--- src/rtl/result_display_if.sv ---
// Result/strobe handshake from the arithmetic unit and the 7-segment drive
// lines of the result_display block.
//   result        8-bit unsigned result word
//   error         overflow/error flag, qualified by result_valid
//   result_valid  one-cycle strobe
//   busy          conversion in progress (strobes ignored)
//   done          one-cycle pulse when new digits are committed
//   seg           {g,f,e,d,c,b,a}, active-low
//   an            digit enables, active-low (0=units, 1=tens, 2=hundreds)
interface result_display_if;
  logic [7:0] result;
  logic       error;
  logic       result_valid;
  logic       busy;
  logic       done;
  logic [6:0] seg;
  logic [2:0] an;

  modport master (
    output result, error, result_valid,
    input  busy, done, seg, an
  );

  modport slave (
    input  result, error, result_valid,
    output busy, done, seg, an
  );
endinterface

--- src/rtl/result_display.sv ---
// Display stage for the 8-bit arithmetic result: sequential double-dabble
// binary-to-BCD conversion, three-digit multiplexed active-low 7-segment
// scan with leading-zero blanking, and blinking while the error flag is set.
// Ports:
//   clk  system clock
//   rst  asynchronous active-high reset
//   bus  result/strobe inputs and busy/done/seg/an outputs (slave side)
module result_display #(
  parameter int unsigned SCAN_DIV  = 50000,
  parameter int unsigned BLINK_DIV = 25000000
) (
  input logic             clk,
  input logic             rst,
  result_display_if.slave bus
);

  localparam int unsigned SCAN_W  = (SCAN_DIV > 1) ? $clog2(SCAN_DIV) : 1;
  localparam int unsigned BLINK_W = (BLINK_DIV > 1) ? $clog2(BLINK_DIV) : 1;
  localparam int unsigned ITER_W  = 3;
  localparam int unsigned BCD_W   = 12;
  localparam int unsigned BIN_W   = 8;

  typedef enum logic [1:0] {IDLE, CONVERT, COMMIT} state_t;
  typedef enum logic [1:0] {DIG_UNITS, DIG_TENS, DIG_HUNDS} digit_t;

  state_t             state, state_nx;
  logic [BIN_W-1:0]   bin;
  logic [BCD_W-1:0]   bcd, bcd_adj;
  logic [ITER_W-1:0]  iter;
  logic               err_lat;

  logic [3:0]         disp_u, disp_t, disp_h;
  logic               disp_err;

  logic [BLINK_W-1:0] blink_cnt;
  logic               blink_on;

  logic [SCAN_W-1:0]  scan_cnt;
  digit_t             scan_idx, scan_idx_nx;
  logic [3:0]         cur_digit;
  logic               cur_blank;
  logic [2:0]         an_nx;
  logic [6:0]         seg_nx;

  function automatic logic [6:0] seg_decode(input logic [3:0] d);
    logic [6:0] s;
    unique case (d)
      4'd0:    s = 7'b1000000;
      4'd1:    s = 7'b1111001;
      4'd2:    s = 7'b0100100;
      4'd3:    s = 7'b0110000;
      4'd4:    s = 7'b0011001;
      4'd5:    s = 7'b0010010;
      4'd6:    s = 7'b0000010;
      4'd7:    s = 7'b1111000;
      4'd8:    s = 7'b0000000;
      4'd9:    s = 7'b0010000;
      default: s = 7'b1111111;
    endcase
    return s;
  endfunction

  // FSM state register
  always_ff @(posedge clk or posedge rst) begin
    if (rst) state <= IDLE;
    else     state <= state_nx;
  end

  // FSM next state
  always_comb begin
    state_nx = state;
    unique case (state)
      IDLE:    if (bus.result_valid) state_nx = CONVERT;
      CONVERT: if (iter == ITER_W'(7)) state_nx = COMMIT;
      COMMIT:  state_nx = IDLE;
      default: state_nx = IDLE;
    endcase
  end

  // Double-dabble correction: nibbles >= 5 get +3 before the shift
  always_comb begin
    bcd_adj        = bcd;
    bcd_adj[3:0]   = (bcd[3:0]   >= 4'd5) ? bcd[3:0]   + 4'd3 : bcd[3:0];
    bcd_adj[7:4]   = (bcd[7:4]   >= 4'd5) ? bcd[7:4]   + 4'd3 : bcd[7:4];
    bcd_adj[11:8]  = (bcd[11:8]  >= 4'd5) ? bcd[11:8]  + 4'd3 : bcd[11:8];
  end

  // Conversion datapath
  always_ff @(posedge clk or posedge rst) begin
    if (rst) begin
      bin     <= '0;
      bcd     <= '0;
      iter    <= '0;
      err_lat <= 1'b0;
    end else begin
      unique case (state)
        IDLE: begin
          if (bus.result_valid) begin
            bin     <= bus.result;
            err_lat <= bus.error;
            bcd     <= '0;
            iter    <= '0;
          end
        end
        CONVERT: begin
          {bcd, bin} <= (BCD_W+BIN_W)'({bcd_adj, bin} << 1);
          iter       <= iter + ITER_W'(1);
        end
        default: ;
      endcase
    end
  end

  // Handshake outputs, registered from the next state
  always_ff @(posedge clk or posedge rst) begin
    if (rst) begin
      bus.busy <= 1'b0;
      bus.done <= 1'b0;
    end else begin
      bus.busy <= (state_nx != IDLE);
      bus.done <= (state_nx == COMMIT);
    end
  end

  // Display registers: only written when a conversion commits
  always_ff @(posedge clk or posedge rst) begin
    if (rst) begin
      disp_u   <= '0;
      disp_t   <= '0;
      disp_h   <= '0;
      disp_err <= 1'b0;
    end else if (state == COMMIT) begin
      disp_u   <= bcd[3:0];
      disp_t   <= bcd[7:4];
      disp_h   <= bcd[11:8];
      disp_err <= err_lat;
    end
  end

  // Blink timer: runs only while the displayed error flag is set
  always_ff @(posedge clk or posedge rst) begin
    if (rst) begin
      blink_cnt <= '0;
      blink_on  <= 1'b1;
    end else if (state == COMMIT || !disp_err) begin
      blink_cnt <= '0;
      blink_on  <= 1'b1;
    end else if (blink_cnt == BLINK_W'(BLINK_DIV - 1)) begin
      blink_cnt <= '0;
      blink_on  <= ~blink_on;
    end else begin
      blink_cnt <= blink_cnt + BLINK_W'(1);
    end
  end

  // scan_idx names the digit shown at the next scan step, so the first
  // step after reset shows units.
  always_comb begin
    cur_digit   = disp_u;
    cur_blank   = 1'b0;
    an_nx       = 3'b110;
    scan_idx_nx = DIG_TENS;
    unique case (scan_idx)
      DIG_TENS: begin
        cur_digit   = disp_t;
        cur_blank   = (disp_h == 4'd0) && (disp_t == 4'd0);
        an_nx       = 3'b101;
        scan_idx_nx = DIG_HUNDS;
      end
      DIG_HUNDS: begin
        cur_digit   = disp_h;
        cur_blank   = (disp_h == 4'd0);
        an_nx       = 3'b011;
        scan_idx_nx = DIG_UNITS;
      end
      default: ;
    endcase
    if (disp_err && !blink_on) cur_blank = 1'b1;
    seg_nx = cur_blank ? 7'b1111111 : seg_decode(cur_digit);
  end

  // Scan counter and registered digit drive
  always_ff @(posedge clk or posedge rst) begin
    if (rst) begin
      scan_cnt <= '0;
      scan_idx <= DIG_UNITS;
      bus.an   <= 3'b111;
      bus.seg  <= 7'b1111111;
    end else if (scan_cnt == SCAN_W'(SCAN_DIV - 1)) begin
      scan_cnt <= '0;
      scan_idx <= scan_idx_nx;
      bus.an   <= an_nx;
      bus.seg  <= seg_nx;
    end else begin
      scan_cnt <= scan_cnt + SCAN_W'(1);
    end
  end

endmodule

--- src/flat_wrapper.sv ---
// flat-port wrapper written by rule: the top's interface ports become plain ports
module result_display_flat 
#(
  parameter int unsigned SCAN_DIV  = 50000,
  parameter int unsigned BLINK_DIV = 25000000
)
  (clk, rst, bus_result, bus_error, bus_result_valid, bus_busy, bus_done, bus_seg, bus_an);
  result_display_if bus_i ();
  input logic clk;
  input logic rst;
  input wire logic [$bits(bus_i.result)-1:0] bus_result;
  input wire logic [$bits(bus_i.error)-1:0] bus_error;
  input wire logic [$bits(bus_i.result_valid)-1:0] bus_result_valid;
  output wire logic [$bits(bus_i.busy)-1:0] bus_busy;
  output wire logic [$bits(bus_i.done)-1:0] bus_done;
  output wire logic [$bits(bus_i.seg)-1:0] bus_seg;
  output wire logic [$bits(bus_i.an)-1:0] bus_an;
  assign bus_i.result = bus_result;
  assign bus_i.error = bus_error;
  assign bus_i.result_valid = bus_result_valid;
  assign bus_busy = bus_i.busy;
  assign bus_done = bus_i.done;
  assign bus_seg = bus_i.seg;
  assign bus_an = bus_i.an;
  result_display #(.SCAN_DIV(SCAN_DIV), .BLINK_DIV(BLINK_DIV)) u_core (.clk(clk), .rst(rst), .bus(bus_i));
endmodule
--- config.mk ---
export PLATFORM = sky130hd
export DESIGN_NAME = result_display_flat
export DESIGN_NICKNAME = d
export VERILOG_FILES = /design/src/rtl/result_display_if.sv /design/src/rtl/result_display.sv /design/src/flat_wrapper.sv
export SDC_FILE = /design/constraint.sdc
export NUM_CORES = 1
export LEC_CHECK = 0
export ABC_AREA = 1
export ABC_CLOCK_PERIOD_IN_PS = 3900
export CORE_UTILIZATION = 60
export DETAILED_ROUTE_END_ITERATION = 10
export GPL_ROUTABILITY_DRIVEN = 0
export MAX_ROUTING_LAYER = met4
export PLACE_DENSITY = 0.78
export SLEW_MARGIN = 10
export SYNTH_ARGS = -nofsm -noshare
export SYNTH_HDL_FRONTEND = slang
export SYNTH_SLANG_ARGS = --single-unit
export TNS_END_PERCENT = 10
--- constraint.sdc ---
create_clock -name clk -period 3.9 [get_ports clk]
set_input_delay 0.78 -clock clk [delete_from_list [all_inputs] [get_ports clk]]
set_output_delay 0.78 -clock clk [all_outputs]
set_load 0.01 [all_outputs]
==> reports/qor.csv <==
metric,value,unit
status,finished clean,
n_diodes,0,
WHS Endpoint,u_core.scan_cnt[0],
"most common cell after layout, fill and taps aside",nand2_1,
WL/cell,12.9,um
"commonest cells after routing, fill and taps aside","nand2_1, nor2_1, dfrtp_1",
fmax,0.451,GHz
final worst-path cycle share,56.8,%
DR pass1 iterations,7,
synthesis-to-finish area growth,10.5,%
Max-Cap Viols,0,
Crit-path slowest cell,dfstp_2,
Critical Path Sink Type,output port,
GRT Util Overall,25.9,%
Max Root-Sink Buffers,2,
flop-to-flop setup slack,1.87,ns
Final #Nets,680,
total gr overflow,0,
measured slew at the worst slew-check pin,0.633,ns
crit path max fanout,2,
core area,7890,um2
Final HPWL DP,7.13,mm
Hold Crit Depth,1,
max incr delay on CP,0.55,ns
"Hold-fix buffers, CTS",0,
Post-synth top flop,dfrtp_1,
clk_lat worst skew,0.36,ns
DRC viols,0,
Post-Synthesis Net Count,653,
post-layout util,70.2,%
register area share after synthesis,47.7,%
CTS H-tree depth,3,
CTS tree,built,
YS warnings,0,
Cells after Synth,625,
initial antenna violation count,0,
largest net degree at the start of global routing,74,
reg2reg end,u_core.bus.seg[1],
Vias/cell,5.38,
Hold Crit Class,register to register,
ys async rst share,100,%
CTS buffer count,9,
Worst VDD drop,0.423,mV
pwr dens,543,nW/um2
min Tclk post-route,2.22,ns
WP data arrival,1.44,ns
CP Buf/Inv Count,1,
die height,93.4,um
min-delay src,u_core.scan_cnt[0],
Avg Inst Size Synth,8.02,um2
Setup CP Type,register to output port,
post-CTS sizing,0,
"Cell Area, Synth",5010,um2
Routed Antenna Nets,0,
postcts setup bufs,0,
Initial Util,63.5,%
max_slew headroom,57.8,%
I/O Pins,24,
count of cell types in the netlist,37,
FF-to-FF path depth,10,
Final Hold Fails,0,
Final Setup Violations,0,
CP required,3.12,ns
"Largest delay share family, worst path",flip-flops,
Worst-path clk slew,0.09,ns
final wirelength,9.78,mm
number of DRC markers in iteration 0,209,
clock sink count,95,
CP Launch Type,register,
clk root buf,clkbuf_8,
Port Buf Inserts,23,
Clock Skews,0.0105,ns
vias in the first global route,3954,
crit-path cells,clkdlybuf4s50_1,
Post-Layout Inst Area,5540,um2
global-route wire length before repair,17.4,mm
row cnt,32,
RSZ-0062 raised after global routing,no,
Post-synth EDFFs,0,
r2r startpoint,u_core.scan_cnt[0],
routed via count,4081,
Area after DPL,5330,um2
die area,8720,um2
setup TNS,0,ns
share of cells above drive strength 1,8.68,%
Seq cells post-synth,95,
Die Wd,93.4,um
Leak Pwr,0.00251,uW
Slew Limit Fails,0,
worst max path at each step:
stage / start / to / slack, ns / cells after the start
2_1_floorplan: rst / u_core.bcd[0] / 0.66 / 1
3_3_place_gp: bus_result_valid / u_core.bcd[10] / 1.82 / 6
3_5_place_dp: bus_result_valid / u_core.bcd[9] / 1.74 / 6
4_1_cts: u_core.bus.an[2] / bus_an[2] / 1.67 / 1
5_1_grt: u_core.bus.an[2] / bus_an[2] / 1.64 / 1
6_report: u_core.bus.seg[1] / bus_seg[1] / 1.68 / 1
through the flow:
stage,instances,setup WS (ns),total power (uW),hold slack (ns)
floorplan,625,0.661,2100,0.430
global placement,743,1.82,2250,0.445
detailed placement,743,1.74,2310,0.461
CTS,759,1.67,3010,0.477
global route,759,1.64,3220,0.503
finish,759,1.68,3010,0.470
worst reg2reg max path, stage by stage, from the launching register on:
cell and delay [ns]:
dfrtp_1 0.38, ha_1 0.18, nand2_1 0.07, inv_2 0.07
nand2_1 0.12, inv_1 0.10, nand2_1 0.06, nor2_2 0.52
nand3_2 0.23, nor2_1 0.17, nor2_1 0.07
power breakdown:
group	switching (uW)	internal [uW]	total [uW]
clock network	337	363	700
logic	624	347	970
registers	143	1190	1340
total	1100	1900	3010
flip-flops by register name (all words and copies together), names as in the netlist, 2 cells and up:
register / cells
u_core.bus.an: 3
u_core.bin: 8
u_core.blink_cnt: 25
u_core.disp_u: 4
u_core.scan_idx: 2
u_core.bcd: 12
u_core.bus.seg: 7
u_core.scan_cnt: 16
u_core.disp_h: 4
u_core.iter: 3
u_core.state: 2
u_core.disp_t: 4
routing by layer:
layer,track usage [%],wire length [um]
met5,-,0
met4,8.33,136
met3,3.33,315
met2,42.9,4630
met1,33.1,4700
cell families (layout without fill, tap and decap cells):
family / Yosys count / count (layout) / share of synthesized area (%)
flip-flops: 95 / 95 / 47.7
buffers and inverters: 87 / 119 / 7.14
AND/OR/NAND/NOR: 324 / 324 / 28.8
XOR/XNOR: 18 / 18 / 3.15
adder cells (fa/ha/maj): 16 / 16 / 3.99
AO/OA/AOI/OAI: 85 / 85 / 9.19
Yosys cell counts, types with 9 or more instances:
master   count  area share, %
nor3_1      17            1.7
nand4_1      9            1.1
nand2_1    126            9.4
dfrtp_1     84             42
inv_1       71            5.3
a21oi_1     27            2.7
nor2_1     103            7.7
nand3_1     35            3.5
xor2_1      16            2.8
o21ai_0     38            3.8
ha_1        16            4.0
dfstp_2     11            5.8
final cells by class:
type	instances	area [um2]
inverter	79	298
multi-input combinational	443	2260
sequential	95	2390
timing repair buffer	24	250
fill	649	2350
clock buffer	13	139
tap	102	128
clock inverter	3	67.6
Power figures use the tool's default switching activity.
